===== src/rtl/dcache_mshr_pkg.sv =====
// Shared dcache types for the miss-status holding registers: bus command encoding,
// entry state and the entry record. Block width comes from `DCACHE_BLOCK_SIZE.
`ifndef DCACHE_BLOCK_SIZE
`define DCACHE_BLOCK_SIZE 64
`endif

package dcache_mshr_pkg;

    localparam int BLOCK_BITS = `DCACHE_BLOCK_SIZE;

    typedef enum logic [1:0] {
        BUS_NONE  = 2'd0,
        BUS_LOAD  = 2'd1,
        BUS_STORE = 2'd2
    } bus_cmd_e;

    typedef enum logic [1:0] {
        MSHR_EMPTY      = 2'd0,
        MSHR_WAIT_ISSUE = 2'd1,
        MSHR_WAIT_DATA  = 2'd2
    } mshr_state_e;

    typedef struct packed {
        mshr_state_e           state;
        logic [63:0]           addr;
        logic [BLOCK_BITS-1:0] data;
        logic                  is_wb;
        logic                  is_store;
        logic [3:0]            tag;
    } mshr_entry_t;

    function automatic logic [63:0] block_addr(input logic [63:0] a);
        return a & ~64'h7;
    endfunction

endpackage


===== src/rtl/dcache_mshr_fifo.sv =====
// In-order issue queue of MSHR entry indices; head is valid whenever empty is low.
module dcache_mshr_fifo #(
    parameter int DEPTH = 4,
    parameter int WIDTH = 2
) (
    input  logic             clock,
    input  logic             reset,
    input  logic             push,
    input  logic [WIDTH-1:0] push_data,
    input  logic             pop,
    output logic [WIDTH-1:0] head,
    output logic             full,
    output logic             empty
);
    localparam int PTR_W = $clog2(DEPTH);

    logic [WIDTH-1:0] slot_q [DEPTH];
    logic [PTR_W-1:0] wr_ptr_q;
    logic [PTR_W-1:0] rd_ptr_q;
    logic [PTR_W:0]   count_q;
    logic             do_push;
    logic             do_pop;

    assign full    = (count_q == (PTR_W+1)'(DEPTH));
    assign empty   = (count_q == '0);
    assign do_push = push && !full;
    assign do_pop  = pop && !empty;
    assign head    = slot_q[rd_ptr_q];

    always_ff @(posedge clock) begin
        if (do_push) begin
            slot_q[wr_ptr_q] <= push_data;
        end
    end

    always_ff @(posedge clock or posedge reset) begin
        if (reset) begin
            wr_ptr_q <= '0;
            rd_ptr_q <= '0;
            count_q  <= '0;
        end else begin
            if (do_push) begin
                wr_ptr_q <= wr_ptr_q + PTR_W'(1);
            end
            if (do_pop) begin
                rd_ptr_q <= rd_ptr_q + PTR_W'(1);
            end
            count_q <= count_q + (PTR_W+1)'(do_push) - (PTR_W+1)'(do_pop);
        end
    end

endmodule


===== src/rtl/dcache_mshr.sv =====
// Data-cache MSHR: tracks outstanding fills/writebacks, issues them in allocation order,
// matches memory tags back to entries. Define DCACHE_MSHR_MERGE_EN to merge duplicate fills.
module dcache_mshr
    import dcache_mshr_pkg::*;
#(
    parameter int MSHR_DEPTH = 4
) (
    input  logic                  clock,
    input  logic                  reset,
    input  logic                  miss_valid,
    input  logic                  miss_is_wb,
    input  logic                  miss_is_store,
    input  logic [63:0]           miss_addr,
    input  logic [BLOCK_BITS-1:0] miss_data,
    output logic                  miss_ready,
    output logic [1:0]            proc2mem_command,
    output logic [63:0]           proc2mem_addr,
    output logic [BLOCK_BITS-1:0] proc2mem_data,
    input  logic [3:0]            mem2proc_response,
    input  logic [BLOCK_BITS-1:0] mem2proc_data,
    input  logic [3:0]            mem2proc_tag,
    output logic                  fill_valid,
    output logic [63:0]           fill_addr,
    output logic [BLOCK_BITS-1:0] fill_data,
    output logic                  fill_is_store,
    output logic                  busy
);
    localparam int IDX_W = $clog2(MSHR_DEPTH);

    mshr_entry_t           entry_q [MSHR_DEPTH];
    mshr_entry_t           entry_d [MSHR_DEPTH];
    mshr_entry_t           head;

    logic [MSHR_DEPTH-1:0] empty_vec;
    logic [MSHR_DEPTH-1:0] tag_hit_vec;
    logic [MSHR_DEPTH-1:0] merge_vec;
    logic [IDX_W-1:0]      alloc_idx;
    logic [IDX_W-1:0]      cmp_idx;
    logic [IDX_W-1:0]      merge_idx;
    logic [IDX_W-1:0]      head_idx;
    logic                  any_empty;
    logic                  cmp_valid;
    logic                  merge_hit;
    logic                  do_alloc;
    logic                  do_merge;
    logic                  fifo_pop;
    logic                  fifo_full;
    logic                  fifo_empty;

    logic                  fill_valid_d;
    logic [63:0]           fill_addr_d;
    logic [BLOCK_BITS-1:0] fill_data_d;
    logic                  fill_is_store_d;

    genvar gi;
    generate
        for (gi = 0; gi < MSHR_DEPTH; gi++) begin : g_entry
            assign empty_vec[gi]   = (entry_q[gi].state == MSHR_EMPTY);
            assign tag_hit_vec[gi] = (mem2proc_tag != 4'd0)
                                  && (entry_q[gi].state == MSHR_WAIT_DATA)
                                  && (entry_q[gi].tag == mem2proc_tag);
`ifdef DCACHE_MSHR_MERGE_EN
            assign merge_vec[gi]   = miss_valid && !miss_is_wb && !empty_vec[gi]
                                  && !entry_q[gi].is_wb
                                  && (entry_q[gi].addr == block_addr(miss_addr));
`else
            assign merge_vec[gi]   = 1'b0;
`endif
        end
    endgenerate

    // Lowest index wins for allocation, tag match and merge target.
    always_comb begin
        alloc_idx = '0;
        cmp_idx   = '0;
        merge_idx = '0;
        for (int i = MSHR_DEPTH - 1; i >= 0; i--) begin
            if (empty_vec[i])   alloc_idx = IDX_W'(i);
            if (tag_hit_vec[i]) cmp_idx   = IDX_W'(i);
            if (merge_vec[i])   merge_idx = IDX_W'(i);
        end
    end

    assign any_empty  = |empty_vec;
    assign cmp_valid  = |tag_hit_vec;
    assign merge_hit  = |merge_vec;
    assign busy       = ~&empty_vec;
    assign miss_ready = !reset && (any_empty || merge_hit);
    assign do_merge   = merge_hit;
    assign do_alloc   = miss_valid && miss_ready && !merge_hit && !fifo_full;
    assign fifo_pop   = !fifo_empty && (mem2proc_response != 4'd0);
    assign head       = entry_q[head_idx];

    dcache_mshr_fifo #(
        .DEPTH (MSHR_DEPTH),
        .WIDTH (IDX_W)
    ) u_issue_fifo (
        .clock     (clock),
        .reset     (reset),
        .push      (do_alloc),
        .push_data (alloc_idx),
        .pop       (fifo_pop),
        .head      (head_idx),
        .full      (fifo_full),
        .empty     (fifo_empty)
    );

    always_comb begin
        proc2mem_command = BUS_NONE;
        proc2mem_addr    = '0;
        proc2mem_data    = '0;
        if (!fifo_empty) begin
            proc2mem_command = head.is_wb ? BUS_STORE : BUS_LOAD;
            proc2mem_addr    = head.addr;
            if (head.is_wb) begin
                proc2mem_data = head.data;
            end
        end
    end

    // Merge, issue, completion and allocation each touch a different entry (or different fields).
    always_comb begin
        for (int i = 0; i < MSHR_DEPTH; i++) begin
            entry_d[i] = entry_q[i];
        end
        if (do_merge) begin
            entry_d[merge_idx].is_store = entry_q[merge_idx].is_store | miss_is_store;
        end
        if (fifo_pop) begin
            if (head.is_wb) begin
                entry_d[head_idx].state = MSHR_EMPTY;
            end else begin
                entry_d[head_idx].state = MSHR_WAIT_DATA;
                entry_d[head_idx].tag   = mem2proc_response;
            end
        end
        if (cmp_valid) begin
            entry_d[cmp_idx].state = MSHR_EMPTY;
            entry_d[cmp_idx].data  = mem2proc_data;
        end
        if (do_alloc) begin
            entry_d[alloc_idx] = '{state:    MSHR_WAIT_ISSUE,
                                   addr:     block_addr(miss_addr),
                                   data:     miss_data,
                                   is_wb:    miss_is_wb,
                                   is_store: miss_is_store,
                                   tag:      4'd0};
        end
    end

    always_comb begin
        fill_valid_d    = cmp_valid;
        fill_addr_d     = '0;
        fill_data_d     = '0;
        fill_is_store_d = 1'b0;
        if (cmp_valid) begin
            fill_addr_d     = entry_q[cmp_idx].addr;
            fill_data_d     = mem2proc_data;
            // A store merging into the entry that completes this cycle still marks the fill.
            fill_is_store_d = entry_q[cmp_idx].is_store
                            | (do_merge && (merge_idx == cmp_idx) && miss_is_store);
        end
    end

    always_ff @(posedge clock or posedge reset) begin
        if (reset) begin
            for (int i = 0; i < MSHR_DEPTH; i++) begin
                entry_q[i] <= '0;
            end
            fill_valid    <= 1'b0;
            fill_addr     <= '0;
            fill_data     <= '0;
            fill_is_store <= 1'b0;
        end else begin
            for (int i = 0; i < MSHR_DEPTH; i++) begin
                entry_q[i] <= entry_d[i];
            end
            fill_valid    <= fill_valid_d;
            fill_addr     <= fill_addr_d;
            fill_data     <= fill_data_d;
            fill_is_store <= fill_is_store_d;
        end
    end

endmodule


===== config.mk =====
export PLATFORM = sky130hd
export DESIGN_NAME = dcache_mshr
export DESIGN_NICKNAME = d
export VERILOG_FILES = /design/src/rtl/dcache_mshr_pkg.sv /design/src/rtl/dcache_mshr_fifo.sv /design/src/rtl/dcache_mshr.sv
export SDC_FILE = /design/constraint.sdc
export NUM_CORES = 2
export LEC_CHECK = 0
export BUFFER_PORTS_ARGS = -buffer_cell sky130_fd_sc_hd__buf_2
export CORE_MARGIN = 2
export CORE_UTILIZATION = 55
export CTS_CLUSTER_DIAMETER = 200
export CTS_CLUSTER_SIZE = 20
export DETAILED_ROUTE_END_ITERATION = 6
export GPL_ROUTABILITY_DRIVEN = 0
export GPL_TIMING_DRIVEN = 0
export PLACE_DENSITY = 0.75
export RECOVER_POWER = 100
export SETUP_SLACK_MARGIN = 0.1
export SLEW_MARGIN = 20
export SYNTH_ARGS = -nofsm -noshare
export SYNTH_HDL_FRONTEND = slang
export SYNTH_HIERARCHICAL = 1
export SYNTH_SLANG_ARGS = --single-unit

===== constraint.sdc =====
create_clock -name clock -period 50 [get_ports clock]
set_clock_uncertainty 0.2 [all_clocks]
set_input_delay 5 -clock clock [delete_from_list [all_inputs] [get_ports clock]]
set_output_delay 5 -clock clock [all_outputs]
set_load 0.005 [all_outputs]

==> results.json <==
{
  "hold_buffers": 0,
  "reg2reg_slack_ns": 44.88,
  "synth.distinct_cells": 68,
  "ioPinCount": 467,
  "clock-root-buffer": "clkbuf_16",
  "synth_seq_area_share": 0.511,
  "area_growth_pct": 12.1,
  "numCtsBuffers": 39,
  "grt_antenna_before_repair": 29,
  "tightest_slew_ns": 5.61,
  "min_from": "entry_q[231]$_DFFE_PP0P_",
  "vias": 30900,
  "row_count": 89,
  "reg2reg_from": "entry_q[3]$_DFF_PP0_",
  "io_buffer_count": 457,
  "maxCapViolCount": 13,
  "synth_edf_count": 8,
  "p_leak_nw": 16.8,
  "grtUsageTotal": 0.447,
  "cts_sinks": 675,
  "via_per_inst": 6.91,
  "drive_gt1_frac": 0.178,
  "grt_max_degree": 106,
  "place_area_mm2": 0.0366,
  "h-tree-depth": 2,
  "final_cell_area_mm2": 0.0371,
  "start_util": 0.559,
  "stdcell_count": 4478,
  "gr-total-overflow": 0,
  "min_path_cells": 2,
  "min_path_type": "register to register",
  "drt-initial-drc-count": 5017,
  "dieArea_mm2": 0.0622,
  "holdPathEnd": "entry_q[231]$_DFFE_PP0P_",
  "synth_top_area_frac": 0.504,
  "ys_warn_count": 6,
  "yosys-top-cells-area": "dfrtp_1 (50%), mux4_2 (8.7%), nand2_1 (8.0%)",
  "hpwlAfterDp_um": 96900,
  "wirelength_um": 141000,
  "layout_min_cycle_time_ns": 18.01,
  "max_freq_mhz": 55.5,
  "wire_per_inst_um": 31.5,
  "rr_endpoint": "fill_addr[44]$_DFF_PP0_",
  "nNetsFinal": 3889,
  "path_clk_slew_ns": 0.09,
  "crit_required_ns": 49.19,
  "violations": "DRC, capacitance limit, slew limit",
  "status": "finished with violations",
  "finalPower_mw": 2.42,
  "avgSynthCellArea_um2": 10.5,
  "die_w_um": 249,
  "core_mm2": 0.0592,
  "fin_hold_ws_ns": 0.302,
  "placed_cells": 4409,
  "p_per_area_mw_per_mm2": 65.2,
  "fp.dieH_um": 249,
  "ys_top_cells_by_count": "nand2_1 (708), dfrtp_1 (667), o21ai_0 (251)",
  "worstPathArrival_ns": 17.20,
  "dp_slack_ns": 39.43,
  "critPathMaxFanout": 105,
  "async_reset_ff_frac": 0.988,
  "mappedNetlistArea_mm2": 0.0331,
  "synth_seq_cells": 675,
  "ir_drop_mv": 0.0381,
  "synth_cells": 3167,
  "final_core_util": 0.627,
  "setup_viol": 0,
  "dr.pass1.iters": 7,
  "rr_worst_depth": 6,
  "cts_tree": "yes",
  "grt_pass1_vias": 30100,
  "post_cts_resized": 0,
  "finalSetupTns_ns": 0,
  "drc": 11,
  "post_cts_buffers": 0,
  "setup_ws_ns": 31.99,
  "clockBufferDepth": 3,
  "crit_path_start_kind": "input port",
  "synth_top_area_cell": "dfrtp_1",
  "antenna_left": 0,
  "hold_viol_final": 0,
  "fin_crit_sh": 0.360,
  "synth_top_flop_cell": "dfrtp_1",
  "startpoint": "reset",
  "clk_latency_ns": 0.65,
  "endpoint_kind": "asynchronous set/reset pin",
  "grt_pass1_wl_um": 202000,
  "fillCellCount": 5045,
  "rsz0062_at_grt": "no",
  "synth_most_common_cell": "nand2_1",
  "slew_headroom": -2.74,
  "critPathKind": "input port to asynchronous set/reset pin",
  "slew_viol_final": 714
}
## metal layers
layer | vias up | routed length [um] | global-route usage | share of wire
li1 | 12100 | - | - | -
met1 | 14900 | 45800 | 0.533 | 0.32
met2 | 3005 | 59300 | 0.644 | 0.42
met3 | 857 | 22600 | 0.195 | 0.16
met4 | 20 | 13200 | 0.335 | 0.094
met5 | - | 171 | 0 | 0.0012
## kinds of logic after synthesis
kind of cell | synth area share
muxes | 0.151
xor gates and xnor gates | 0.00423
AOI/OAI and AO/OA | 0.139
DFF | 0.511
buffers and inverters | 0.0433
other | 0.000113
and+or+nand+nor | 0.149
adders and majority gates | 0.00287
## how the worst max path moves through the flow
stage / to / slack, ns
finish: fill_data[31]$_DFF_PP0_ / 31.99
global route: entry_q[46]$_DFF_PP0_ / 29.45
CTS: miss_ready / 39.44
detailed placement: miss_ready / 39.43
global placement: fill_addr[12]$_DFF_PP0_ / 18.63
floorplan: entry_q[0]$_DFF_PP0_ / 26.30
## cells in the final DEF, fill, tap and decap left out, drive strengths merged, types with 6 or more instances in the layout
master   count
a21oi      136
a221o       60
a31oi       70
a41oi       58
and3         6
buf        370
clkbuf     417
dfrtp      667
diode       26
edfxtp       8
ha           6
inv         10
mux2        63
mux2i      140
mux4       128
nand2      709
nand2b       6
nor2       155
nor2b      192
nor3         9
o21ai      325
o2bb2ai     62
or2          6
xnor2       12
## flip-flops by register name, summed over array words and instances, names as in the netlist
signal,cells
entry_q,532
fill_data,64
fill_addr,62
u_issue_fifo/slot_q,8
u_issue_fifo/count_q,3
u_issue_fifo/rd_ptr_q,2
u_issue_fifo/wr_ptr_q,2
fill_is_store,1
fill_valid,1
## worst max-delay path, stage by stage
cell and delay, ns:
clkbuf_1 0.11, clkinvlp_2 1.63, clkbuf_1 2.22, clkbuf_1 3.87, clkbuf_1 4.13
## cell type report
type | instances | area (um2) | area share
Antenna cell | 26 | 65.1 | 0.00175
Buffer | 281 | 1240 | 0.0335
Clock buffer | 40 | 980 | 0.0264
Clock inverter | 3 | 40.0 | 0.00108
Inverter | 11 | 42.5 | 0.00115
Multi-Input combinational cell | 2203 | 14700 | 0.396
Sequential cell | 675 | 16900 | 0.456
Tap cell | 773 | 967 | 0.0260
Timing Repair Buffer | 466 | 2160 | 0.0581
## power by group
part	internal, mW	total, mW	switching (mW)
clock	0.141	0.334	0.193
combinational	0.464	1.16	0.696
sequential	0.775	0.927	0.152
total	1.38	2.42	1.04
No activity file was read; power rests on OpenSTA's default activity.
